`src/rtl/char_slot_demux_writer_if.sv`:
```
// Producer-side valid/ready character handshake for the slot demux writer.
// The producer drives data/valid; the writer answers with a combinational ready.
interface char_slot_demux_writer_if #(
    parameter int WIDTH = 8
);
    logic [WIDTH-1:0] in_data;
    logic             in_valid;
    logic             in_ready;

    modport master (
        output in_data,
        output in_valid,
        input  in_ready
    );

    modport slave (
        input  in_data,
        input  in_valid,
        output in_ready
    );
endinterface : char_slot_demux_writer_if

```
`src/rtl/char_slot_demux_writer.sv`:
```
// Demultiplexes a stream of typed characters into four slot registers, with
// backspace and clear; the slots feed a downstream 4:1 character select mux.
module char_slot_demux_writer #(
    parameter int WIDTH = 8
) (
    input  logic                     clock,
    input  logic                     reset_n,
    char_slot_demux_writer_if.slave  in_if,
    input  logic                     back,
    input  logic                     clear,
    output logic [WIDTH-1:0]         slot0,
    output logic [WIDTH-1:0]         slot1,
    output logic [WIDTH-1:0]         slot2,
    output logic [WIDTH-1:0]         slot3,
    output logic [3:0]               slot_valid,
    output logic [1:0]               wr_ptr,
    output logic [2:0]               count,
    output logic                     full
);

    typedef enum logic [1:0] {
        ST_EMPTY   = 2'd0,
        ST_FILLING = 2'd1,
        ST_FULL    = 2'd2
    } fill_state_e;

    logic [WIDTH-1:0] slot_q [4];
    logic [WIDTH-1:0] slot_d [4];
    logic [3:0]       slot_valid_q, slot_valid_d;
    logic [1:0]       wr_ptr_q, wr_ptr_d;
    logic [2:0]       count_q, count_d;
    logic             full_q, full_d;

    fill_state_e      fill_state;
    logic             accept;
    logic             do_back;
    logic [1:0]       last_ptr;

    // Fill state is a pure function of count; there is no separate state flop.
    always_comb begin
        fill_state = ST_FILLING;
        if (count_q == 3'd0) begin
            fill_state = ST_EMPTY;
        end else if (count_q == 3'd4) begin
            fill_state = ST_FULL;
        end
    end

    assign in_if.in_ready = reset_n & ~full_q & ~back & ~clear;
    assign accept         = in_if.in_valid & in_if.in_ready;
    assign do_back        = back & (fill_state != ST_EMPTY);
    assign last_ptr       = wr_ptr_q - 2'd1;

    // NOTE: every _d signal takes its _q value first so no path leaves it
    // unassigned; a missing default here would infer a latch.
    always_comb begin
        for (int i = 0; i < 4; i++) begin
            slot_d[i] = slot_q[i];
        end
        slot_valid_d = slot_valid_q;
        wr_ptr_d     = wr_ptr_q;
        count_d      = count_q;
        full_d       = full_q;

        if (clear) begin
            for (int i = 0; i < 4; i++) begin
                slot_d[i] = '0;
            end
            slot_valid_d = 4'b0000;
            wr_ptr_d     = 2'd0;
            count_d      = 3'd0;
            full_d       = 1'b0;
        end else if (do_back) begin
            slot_d[last_ptr]       = '0;
            slot_valid_d[last_ptr] = 1'b0;
            wr_ptr_d               = last_ptr;
            count_d                = count_q - 3'd1;
            full_d                 = 1'b0;
        end else if (accept) begin
            slot_d[wr_ptr_q]       = in_if.in_data;
            slot_valid_d[wr_ptr_q] = 1'b1;
            wr_ptr_d               = wr_ptr_q + 2'd1;
            count_d                = count_q + 3'd1;
            full_d                 = (count_q == 3'd3);
        end
    end

    // NOTE: state flops use non-blocking assignments so every register samples
    // the pre-edge value of its neighbours, independent of statement order.
    always_ff @(posedge clock or negedge reset_n) begin
        if (!reset_n) begin
            // NOTE: the slot registers are reset too, because the downstream
            // mux shows their contents directly and must read zero after reset.
            for (int i = 0; i < 4; i++) begin
                slot_q[i] <= '0;
            end
            slot_valid_q <= 4'b0000;
            wr_ptr_q     <= 2'd0;
            count_q      <= 3'd0;
            full_q       <= 1'b0;
        end else begin
            for (int i = 0; i < 4; i++) begin
                slot_q[i] <= slot_d[i];
            end
            slot_valid_q <= slot_valid_d;
            wr_ptr_q     <= wr_ptr_d;
            count_q      <= count_d;
            full_q       <= full_d;
        end
    end

    assign slot0      = slot_q[0];
    assign slot1      = slot_q[1];
    assign slot2      = slot_q[2];
    assign slot3      = slot_q[3];
    assign slot_valid = slot_valid_q;
    assign wr_ptr     = wr_ptr_q;
    assign count      = count_q;
    assign full       = full_q;

endmodule : char_slot_demux_writer

```
`src/flat_wrapper.sv`:
```
// flat-port wrapper written by rule: the top's interface ports become plain ports
module char_slot_demux_writer_flat 
#(
    parameter int WIDTH = 8
)
  (clock, reset_n, back, clear, slot0, slot1, slot2, slot3, slot_valid, wr_ptr, count, full, in_if_in_data, in_if_in_valid, in_if_in_ready);
  char_slot_demux_writer_if #(.WIDTH(WIDTH)) in_if_i ();
  input  logic clock;
  input  logic reset_n;
  input  logic back;
  input  logic clear;
  output logic [WIDTH-1:0] slot0;
  output logic [WIDTH-1:0] slot1;
  output logic [WIDTH-1:0] slot2;
  output logic [WIDTH-1:0] slot3;
  output logic [3:0] slot_valid;
  output logic [1:0] wr_ptr;
  output logic [2:0] count;
  output logic full;
  input wire logic [$bits(in_if_i.in_data)-1:0] in_if_in_data;
  input wire logic [$bits(in_if_i.in_valid)-1:0] in_if_in_valid;
  output wire logic [$bits(in_if_i.in_ready)-1:0] in_if_in_ready;
  assign in_if_i.in_data = in_if_in_data;
  assign in_if_i.in_valid = in_if_in_valid;
  assign in_if_in_ready = in_if_i.in_ready;
  char_slot_demux_writer #(.WIDTH(WIDTH)) u_core (.clock(clock), .reset_n(reset_n), .in_if(in_if_i), .back(back), .clear(clear), .slot0(slot0), .slot1(slot1), .slot2(slot2), .slot3(slot3), .slot_valid(slot_valid), .wr_ptr(wr_ptr), .count(count), .full(full));
endmodule
```
`config.mk`:
```
export PLATFORM = sky130hd
export DESIGN_NAME = char_slot_demux_writer_flat
export DESIGN_NICKNAME = d
export VERILOG_FILES = /design/src/rtl/char_slot_demux_writer_if.sv /design/src/rtl/char_slot_demux_writer.sv /design/src/flat_wrapper.sv
export SDC_FILE = /design/constraint.sdc
export NUM_CORES = 1
export LEC_CHECK = 0
export ABC_CLOCK_PERIOD_IN_PS = 6800
export CORE_MARGIN = 5
export CORE_UTILIZATION = 40
export CTS_BUF_LIST = sky130_fd_sc_hd__clkbuf_8
export CTS_CLUSTER_DIAMETER = 120
export CTS_CLUSTER_SIZE = 10
export DETAILED_ROUTE_END_ITERATION = 10
export GPL_TIMING_DRIVEN = 0
export PLACE_DENSITY = 0.69
export SYNTH_ARGS = -nofsm -noshare
export SYNTH_HDL_FRONTEND = slang
export SYNTH_SLANG_ARGS = --single-unit
```
`constraint.sdc`:
```
create_clock -name clock -period 6.8 [get_ports clock]
set_input_delay 0.68 -clock clock [delete_from_list [all_inputs] [get_ports clock]]
set_output_delay 0.68 -clock clock [all_outputs]
set_load 0.05 [all_outputs]
```
======== Word-level counts from Yosys, hierarchy flattened ========
Cells that the tools add are included.
operators by class
  equal/unequal tests ..................... 2
  add/sub/neg operators ................... 4
  reductions and logical operators ........ 7
  mux-type cells .......................... 26
  bitwise logic cells ..................... 15
  $lt $le $gt $ge ......................... 8
operators with widths
  operator                                                            count
  2-to-1 mux 32 bit                                                   3
  bitwise AND 32 bit                                                  1
  bitwise mux 32 bit                                                  1
  demux 8 bit (select 2 bit)                                          2
  inverter 32 bit                                                     1
  2-to-1 mux 8 bit                                                    2
  2-to-1 mux 4 bit                                                    3
  2-to-1 mux 2 bit                                                    5
  2-to-1 mux 3 bit                                                    3
  greater-or-equal comparator 3 bit (second input constant)           2
  < comparator 2 x 3 -> 1 bit (second input constant)                 2
  < comparator 3 x 1 -> 1 bit (second input constant)                 2
  inverter 2 -> 3 bit                                                 2
  bitwise AND 1 bit                                                   5
  2-to-1 mux 1 bit                                                    5
  bitwise AND 4 bit                                                   1
  demux 1 bit (select 2 bit)                                          2
  greater-or-equal comparator 2 x 1 -> 1 bit (second input constant)  2
  logical AND 1 bit                                                   4
  inverter 4 bit                                                      1
  bitwise OR 4 bit                                                    1
  adder 3 x 1 -> 3 bit (second input constant)                        1
  equality test 3 x 2 -> 1 bit (second input constant)                1
  equality test 3 bit (second input constant)                         1
  7 further kinds                                                     9
word-level totals
  output and inout port bits .............. 43
  register bits after elaboration ......... 42
  word-level logic and storage cells ...... 70

======== Depth between registers and ports, before layout ========
Gate-level depths: netlist (run 1).
  word-level depth ........................ 10
  gate-level depth with buffers ........... 9
  mapped depth without buffers ............ 7

======== Worst setup path after synthesis (run 1) ========
OpenSTA, ideal clock, no wires.
  path kind ............................... register -> register
  from .................................... register u_core.count_q[1] (netlist: u_core.count[1])
  to ...................................... register u_core.count_q[2] (netlist: u_core.count[2])
  data required time ...................... 6.664 ns
  setup slack ............................. 4.345 ns
  arrival ................................. 2.319 ns
  cell stages (with the launch flop) ...... 9
  cell sequence ........................... dfrtp_1 o31a_1 buf_2 buf_2 xor2_1 ha_1 o32a_1 a211oi_1 nor3_1
between the ends
  longest elaborated chain between the ends .. 7
ends and longest elaborated chain
  element                   line                           source
  start: declaration        char_slot_demux_writer.sv:31   logic [2:0] count_q, count_d;
  start signal: assignment  char_slot_demux_writer.sv:107  count_q <= count_d;
  equality test 3 bit       char_slot_demux_writer.sv:44   end else if (count_q == 3'd4) begin
  2-to-1 mux 2 bit          char_slot_demux_writer.sv:44
  2-to-1 mux 2 bit          char_slot_demux_writer.sv:42   if (count_q == 3'd0) begin
  nonzero test 2 bit        char_slot_demux_writer.sv:51   assign do_back = back & (fill_state != ST_EMPTY);
  bitwise AND 1 bit         char_slot_demux_writer.sv:51
  2-to-1 mux 3 bit          char_slot_demux_writer.sv:73   end else if (do_back) begin
  2-to-1 mux 3 bit          char_slot_demux_writer.sv:65   if (clear) begin
Parallel ways exist; a longest one is shown, timed or not. The select of a mux whose other input is x is not followed.
A chain may end at the register's enable or synchronous reset.

======== Worst setup path in the final report (run 1) ========
  from .................................... input reset_n
  to ...................................... output in_if_in_ready
between the ends
  longest elaborated chain between the ends .. 3
ends and longest elaborated chain
  element                         line                          source
  start: declaration              flat_wrapper.sv:9             input logic reset_n;
  bitwise AND 1 bit (3 in a row)  char_slot_demux_writer.sv:49  assign in_if.in_ready = reset_n & ~full_q & ~back & ~clear;
  end: declaration                flat_wrapper.sv:22            output wire logic [$bits(in_if_i.in_ready)-1:0] in_if_in_ready;
No other way between the ends.

==> results_dict.tcl, run 1 <==
set metrics [dict create \
    rsz0062_at_grt "false" \
    die_y_um 78.9 \
    fin_tns_setup_ns 0 \
    path_clk_slew_ns 0.08 \
    ir_drop_v 0.000181 \
    p_per_area_mw_per_mm2 412 \
    drtIter0Drc 101 \
    p_comb_share_pct 50.8 \
    p_total_mw 1.07 \
    rows 25 \
    wl_per_cell_um 19.7 \
    yosys_warnings 0 \
    cts_resized 0 \
    area_delta_synth_final_pct 36.8 \
    dpl.hpwl_um 3690 \
    wl_um 5070 \
    grt_usage_pct 17.4 \
    drtAntennaViolNets 0 \
    synthCells 141 \
    synth.distinct_cells 28 \
    port_buffers 54 \
    cp.required_ns 6.12 \
    postSynthAreaPerCell_um2 13.5 \
    p_sw_mw 0.493 \
    finalInstanceArea_mm2 0.00259 \
    ctsHoldBuffers 0 \
    ctsLongestPathBuffers 2 \
    clkLatencyLatePin_ns 0.29 \
    cts.sinks 42 \
    placed_cell_area_mm2 0.00250 \
    start_util_pct 40.7 \
    tritoncts "built" \
    internal-power_mw 0.578 \
    yosysTopAreaCellShare_pct 55.4 \
    antenna_found_initial 0 \
    crit_type "in -> out" \
    tightest_slew_ns 0.941 \
    nNetsFinal 220 \
    die_w_um 78.9 \
    synth_area_leader_cell "dfrtp_1" \
    final_common_cell "clkdlybuf4s50_1" \
    finalCriticalPeriod_ns 3.39 \
    yosys_register_bits 42 \
    grt_pass1_vias 1613 \
    finalCritPeriodShare_pct 49.8 \
    numCtsBuffers 5 \
    cts_setup_buffers 0 \
    crit_path_end_kind "primary output" \
    slew_viol_final 0 \
    die_area_mm2 0.00622 \
    p_leak_nw 1.08 \
    hold_viol 0 \
    fillers 368 \
    firstDrtPassIters 4 \
    grt_max_degree 45 \
    yosysSeqAreaShare_pct 55.4 \
    mostFrequentLayoutCells "clkdlybuf4s50_1, dfrtp_1, o221a_1, a21oi_1, nand2_1" \
    htree_levels 2 \
    syn_area_mm2 0.00190 \
    coreArea_mm2 0.00466 \
    relSlewSlack_pct 37.3 \
    drc 0 \
    skew_ns 0.00337 \
    syn-num-nets 159 \
    drive_gt1_share_pct 14.3 \
    grt_pass1_wl_um 8480 \
    min-delay-path-class "in -> async" \
    cp.arrival_ns 2.71 \
    start_kind "primary input" \
    yosys-top-cells-area "dfrtp_1, o221a_1, ha_1" \
    sw_frac_of_total_pct 46.0 \
    n_antenna_cell 0 \
    vias 1530 \
    p_clk_share_pct 16.0 \
    drv_cap 0 \
    root_buffer "clkbuf_8" \
    setup_viol 0 \
    reg2reg_depth 8 \
    status "finished, final reports clean" \
    pwr-share-seq_pct 33.2 \
    vias_per_cell 5.95 \
    crit_fanout 44 \
    io_pins 56 \
    fmax_mhz 295 \
    place.gp.congestion 0.861 \
    grt_overflow_total 0 \
]
-- worst max-delay path, stage by stage --
cell	delay (ns)
buf_2	0.70
nor4b_4	0.43
clkdlybuf4s50_1	0.87
-- registers in the layout (all words and copies together) (netlist names) --
name / cells
u_core.count: 3
u_core.full: 1
u_core.slot0: 8
u_core.slot1: 8
u_core.slot2: 8
u_core.slot3: 8
u_core.slot_valid: 4
u_core.wr_ptr: 2
-- cell usage after synthesis --
master and n:
o31a_1 1, nand2_4 4, nor2_1 3, nand2_1 9, buf_2 2, o221a_1 32, nand3_1 1, inv_1 2
dfrtp_1 42, a21oi_2 5, a211oi_1 1, o21ai_0 2, ha_1 5, o32a_1 1, o21a_1 1, nor4b_4 1
buf_6 1, clkbuf_1 1, and2_4 1, buf_12 1, a21oi_1 11, a31oi_1 1, xor2_1 2, and4bb_2 1
nor3_1 3, nor2_2 4, xnor2_1 2, nor2b_1 1
-- metal layers --
metal / vias to the layer above / wire length, µm / GRT usage, %
li1: 681 / - / -
met1: 761 / 2280 / 23.4
met2: 74 / 2210 / 26.1
met3: 14 / 420 / 5.44
met4: 0 / 162 / 7.22
met5: - / 0 / 0
-- power by group through the flow --
stage               Sequential, mW  Combinational [mW]  Clock [mW]
floorplan                    0.555               0.164           0
global placement             0.355               0.532           0
detailed placement           0.359               0.544           0
CTS                          0.355               0.546       0.174
global route                 0.363               0.572       0.184
finish                       0.355               0.544       0.171
-- path summary, 6_finish.rpt --
kind                            slack [ns]                  from                    to
max in group asynchronous             5.69               reset_n       u_core.slot2[2]
min in group clock                    0.53  u_core.slot_valid[0]  u_core.slot_valid[0]
worst min register to register        0.53  u_core.slot_valid[0]  u_core.slot_valid[0]
worst max register to register        4.37       u_core.count[1]       u_core.count[2]
worst max-delay path                  3.41               reset_n        in_if_in_ready
worst min-delay path                  0.52               reset_n       u_core.slot3[4]
-- cell type report --
class / instances / area [µm²] / area share (%)
tap: 54 / 67.6 / 2.60
clock inverter: 2 / 12.5 / 0.482
multi-input combinational: 92 / 793 / 30.6
timing repair buffer: 54 / 536 / 20.6
clock buffer: 6 / 82.6 / 3.18
inverter: 2 / 7.51 / 0.289
buffer: 5 / 45.0 / 1.74
sequential: 42 / 1050 / 40.5
-- per-stage QoR --
step,worst slack (ns),std cells,utilization (%),hold WS [ns]
2_1_floorplan,4.35,141,-,0.384
3_3_place_gp,2.28,249,53.7,0.523
3_5_place_dp,3.34,249,53.6,0.524
4_1_cts,3.33,257,55.7,0.535
5_1_grt,3.16,257,55.7,0.550
6_report,3.41,257,55.7,0.524
-- kinds of logic after synthesis --
group	after synthesis	share of synthesized area, %
adders and majority gates	5	3.30
DFF	42	55.4
and+or+nand+nor	28	9.83
xor gates and xnor gates	4	1.85
buffers and inverters	7	2.77
AOI/OAI and AO/OA	55	26.8
(Power assumes the default switching activity.)
==> run 2, diff against run 1 <==
- ABC_CLOCK_PERIOD_IN_PS: 6800 -> 3050
- PLACE_DENSITY: 0.69 -> 0.72
- clock period: 6.8 -> 3.05 ns (I/O delays scaled with it)
==> results_dict.tcl, run 2 (synthesis results as in run 1) <==
set metrics [dict create \
    status "finished, final reports clean" \
    crit_type "in -> out" \
    tritoncts "built" \
    area_delta_synth_final_pct 37.6 \
    p_comb_share_pct 49.4 \
    p_per_area_mw_per_mm2 934 \
    min-delay-path-class "in -> async" \
    cp-startpoint "reset_n" \
    final_common_cell "clkdlybuf4s50_1" \
    pwr-share-seq_pct 32.4 \
    p_clk_share_pct 18.2 \
    clkLatencyLatePin_ns 0.30 \
    finalCriticalPeriod_ns 2.66 \
    port_buffers 54 \
    grt_max_degree 45 \
    cp.required_ns 2.74 \
    antenna_found_initial 0 \
    ctsLongestPathBuffers 2 \
    crit_path_end_kind "primary output" \
    n_antenna_cell 0 \
    internal-power_mw 1.35 \
    fillers 369 \
    dpl.hpwl_um 3630 \
    p_leak_nw 1.09 \
    setup_viol 0 \
    hold_viol 0 \
    tightest_slew_ns 0.952 \
    drtAntennaViolNets 0 \
    root_buffer "clkbuf_8" \
    sw_frac_of_total_pct 44.8 \
    die_y_um 78.9 \
    skew_ns 0.00567 \
    htree_levels 2 \
    grt_pass1_wl_um 8540 \
    ir_drop_v 0.000392 \
    cts_resized 0 \
    die_w_um 78.9 \
    coreArea_mm2 0.00466 \
    die_area_mm2 0.00622 \
    grt_pass1_vias 1566 \
    nNetsFinal 220 \
    fmax_mhz 376 \
    ctsHoldBuffers 0 \
    grt_overflow_total 0 \
    cts_setup_buffers 0 \
    cp.arrival_ns 2.36 \
    multi_input_area_um2 793 \
    mostFrequentLayoutCells "clkdlybuf4s50_1, dfrtp_1, o221a_1, a21oi_1, nand2_1" \
    numCtsBuffers 5 \
    p_total_mw 2.44 \
    whs_ns 0.147 \
    wl_per_cell_um 20.0 \
    slew_viol_final 0 \
    crit_fanout 44 \
    start_util_pct 40.7 \
    drtIter0Drc 127 \
    vias 1508 \
    pre_cts_slack_ns 0.307 \
    grt_usage_pct 18.0 \
    finalCritPeriodShare_pct 87.3 \
    cts.sinks 42 \
    start_kind "primary input" \
    path_clk_slew_ns 0.08 \
    fin_ws_ns 0.388 \
    place.gp.congestion 0.832 \
    drc 0 \
    drv_cap 0 \
    vias_per_cell 5.87 \
    rsz0062_at_grt "false" \
    p_sw_mw 1.09 \
    io_pins 56 \
    relSlewSlack_pct 36.6 \
    reg2reg_from "u_core.count[1]" \
    final-seq-area_mm2 0.00105 \
    firstDrtPassIters 4 \
    rows 25 \
    drive_gt1_share_pct 13.8 \
    wl_um 5140 \
]
-- run 2: cell count changes in the layout (fill, tap and decap cells not counted) --
cell       delta
clkinv_2      -1
inv_1         +1
bufinv_16     +1
clkbuf_8      -1
-- run 2: power by group through the flow --
| stage | Combinational [mW] | Sequential (mW) | Clock, mW |
|---|---|---|---|
| final | 1.21 | 0.790 | 0.443 |
| after global routing | 1.28 | 0.813 | 0.464 |
| after CTS | 1.21 | 0.792 | 0.443 |
| after detailed placement | 1.21 | 0.799 | 0 |
| after global placement | 1.19 | 0.791 | 0 |
| after floorplan | 0.365 | 1.24 | 0 |
-- run 2: worst paths after layout --
| check | to | cells past startpoint | slack, ns |
|---|---|---|---|
| max reg2reg | u_core.count[2] | 8 | 0.67 |
| max in group asynchronous | u_core.slot_valid[1] | 1 | 2.31 |
| min in group clock | u_core.slot0[1] | 3 | 0.39 |
| min reg2reg | u_core.slot_valid[1] | 2 | 0.54 |
| max | in_if_in_ready | 3 | 0.39 |
| min | u_core.slot2[6] | 1 | 0.15 |
-- run 2: worst max-delay path, cell delays in order --
cell and delay, ns:
buf_2 0.71, nor4b_4 0.44, clkdlybuf4s50_1 0.88
-- run 2: area by class of cell --
class | count | share of cell area, %
Inverter | 2 | 0.288
Timing Repair Buffer | 54 | 20.5
Clock inverter | 3 | 1.58
Buffer | 5 | 1.73
Clock buffer | 5 | 2.64
Tap cell | 54 | 2.59
Sequential cell | 42 | 40.3
Multi-Input combinational cell | 92 | 30.4
-- run 2: metal layers --
metal,routed length (µm),track usage (%),share of wire [%],vias up
li1,-,-,-,680
met1,2320,23.4,45,762
met2,2460,29.5,48,62
met3,311,5.33,6.1,4
met4,39,4.47,0.76,0
met5,0,0,0,-
-- run 2: per-stage QoR --
stage / instance area, µm² / setup TNS (ns) / utilization, % / instances
final: 2610 / 0 / 56.0 / 257
after global routing: 2610 / 0 / 56.0 / 257
after CTS: 2610 / 0 / 56.0 / 257
after detailed placement: 2500 / 0 / 53.6 / 249
after global placement: 2500 / -12.88 / 53.7 / 249
after floorplan: 1900 / 0 / - / 141
==> run 3, diff against run 2 <==
- PLACE_DENSITY: 0.72 -> 0.8
==> results_dict.tcl, run 3 (synthesis results as in run 1) <==
set metrics [dict create \
    crit_path_end_kind "primary output" \
    cts_resized 0 \
    cts.sinks 42 \
    cts_setup_buffers 0 \
    hold_viol 0 \
    grt_pass1_vias 1468 \
    tightest_slew_ns 0.954 \
    wl_per_cell_um 18.8 \
    p_per_area_mw_per_mm2 954 \
    start_util_pct 40.7 \
    layout.cells.non_filler 257 \
    die_w_um 78.9 \
    sw_frac_of_total_pct 43.1 \
    numCtsBuffers 5 \
    grt_pass1_wl_um 7760 \
    status "finished, final reports clean" \
    p_leak_nw 1.10 \
    cp_num_buf_inv 2 \
    p_sw_mw 1.08 \
    drv_cap 0 \
    grt_usage_pct 16.2 \
    tritoncts "built" \
    cp.required_ns 2.74 \
    vias 1444 \
    placed_cell_area_mm2 0.00250 \
    wl_um 4830 \
    fmax_mhz 378 \
    p_comb_share_pct 47.5 \
    htree_levels 2 \
    ctsHoldBuffers 0 \
    internal-power_mw 1.43 \
    crit_type "in -> out" \
    finalCritPeriodShare_pct 86.7 \
    worst_path_largest_cell_delay_ns 0.87 \
    root_buffer "clkbuf_8" \
    finalCriticalPeriod_ns 2.64 \
    p_clk_share_pct 21.0 \
    die_y_um 78.9 \
    critPathTopFamily "buffers and inverters" \
    rows 25 \
    min-delay-path-class "in -> async" \
    area_delta_synth_final_pct 39.1 \
    io_pins 56 \
    n_antenna_cell 0 \
    slowest_stage "clkdlybuf4s50_1" \
    die_area_mm2 0.00622 \
    drtIter0Drc 71 \
    worstPathCellList "buf_2, nor4b_4, clkdlybuf4s50_1" \
    mostFrequentLayoutCells "clkdlybuf4s50_1, dfrtp_1, o221a_1, a21oi_1, nand2_1" \
    drtAntennaViolNets 0 \
    place.gp.congestion 0.806 \
    final_common_cell "clkdlybuf4s50_1" \
    slew_viol_final 0 \
    finalInstanceArea_mm2 0.00264 \
    coreArea_mm2 0.00466 \
    cp.arrival_ns 2.34 \
    nNetsFinal 220 \
    ctsLongestPathBuffers 2 \
    crit_fanout 44 \
    vias_per_cell 5.62 \
    clkLatencyLatePin_ns 0.30 \
    dpl.hpwl_um 3480 \
    setup_viol 0 \
    relSlewSlack_pct 36.4 \
    drc 0 \
    skew_ns 0.00342 \
    drive_gt1_share_pct 14.3 \
    grt_overflow_total 0 \
    pwr-share-seq_pct 31.5 \
    antenna_found_initial 0 \
    dp.cells 249 \
    ir_drop_v 0.000458 \
    rsz0062_at_grt "false" \
    grt_max_degree 45 \
    path_clk_slew_ns 0.08 \
    port_buffers 54 \
    start_kind "primary input" \
    firstDrtPassIters 4 \
]
==> run 3: final timing paths <==
| path | start | end | slack [ns] | depth (start not counted) |
|---|---|---|---|---|
| setup reg to reg | u_core.count[1] | u_core.count[2] | 0.67 | 8 |
| setup / recovery | reset_n | in_if_in_ready | 0.41 | 3 |
| hold reg to reg | u_core.slot_valid[2] | u_core.slot_valid[2] | 0.53 | 2 |
| hold / removal | reset_n | u_core.slot2[1] | 0.15 | 1 |
| min in group clock | clear | u_core.slot1[4] | 0.38 | 3 |
| max in group asynchronous | reset_n | u_core.slot1[2] | 2.31 | 1 |
==> run 3: metal layers <==
layer  GRT usage [%]  share of wire, %  up-vias
met5               0                 0        -
met4            8.08               2.8        0
met3            3.29               5.3       10
met2            23.2                42       59
met1            23.2                50      696
li1                -                 -      679
==> run 3: area by class of cell <==
cell class	instances	area, µm²
multi-input cells	92	793
well taps	54	67.6
inverters	2	7.51
flip-flops and latches	42	1050
fillers	395	2020
clock inverters	3	68.8
plain buffers	5	45.0
repair buffers	54	536
clock buffers	5	68.8
==> run 3: metrics by stage <==
step	hold slack, ns	worst slack (ns)	power [mW]	TNS (ns)	util, %
3_5_place_dp	0.495	0.299	2.00	0	53.6
4_1_cts	0.172	0.360	2.54	0	56.6
5_1_grt	0.225	0.215	2.63	0	56.6
2_1_floorplan	0.00941	0.595	1.60	0	-
6_report	0.155	0.407	2.52	0	56.6
3_3_place_gp	0.511	-0.740	1.98	-14.37	53.7
==> run 3: worst reg2reg max path, stage by stage, from the launching register on <==
cell      delay [ns]
dfrtp_1         0.47
o31a_1          0.32
buf_2           0.21
buf_2           0.22
xor2_1          0.15
ha_1            0.23
o32a_1          0.34
a211oi_1        0.24
nor3_1          0.08
==> run 3: power by group through the flow <==
| stage | sequential, mW | combinational (mW) | clock (mW) |
|---|---|---|---|
| final | 0.792 | 1.19 | 0.529 |
| after global routing | 0.812 | 1.26 | 0.561 |
| after CTS | 0.792 | 1.20 | 0.538 |
| after detailed placement | 0.802 | 1.20 | 0 |
| after global placement | 0.798 | 1.18 | 0 |
| after floorplan | 1.24 | 0.365 | 0 |
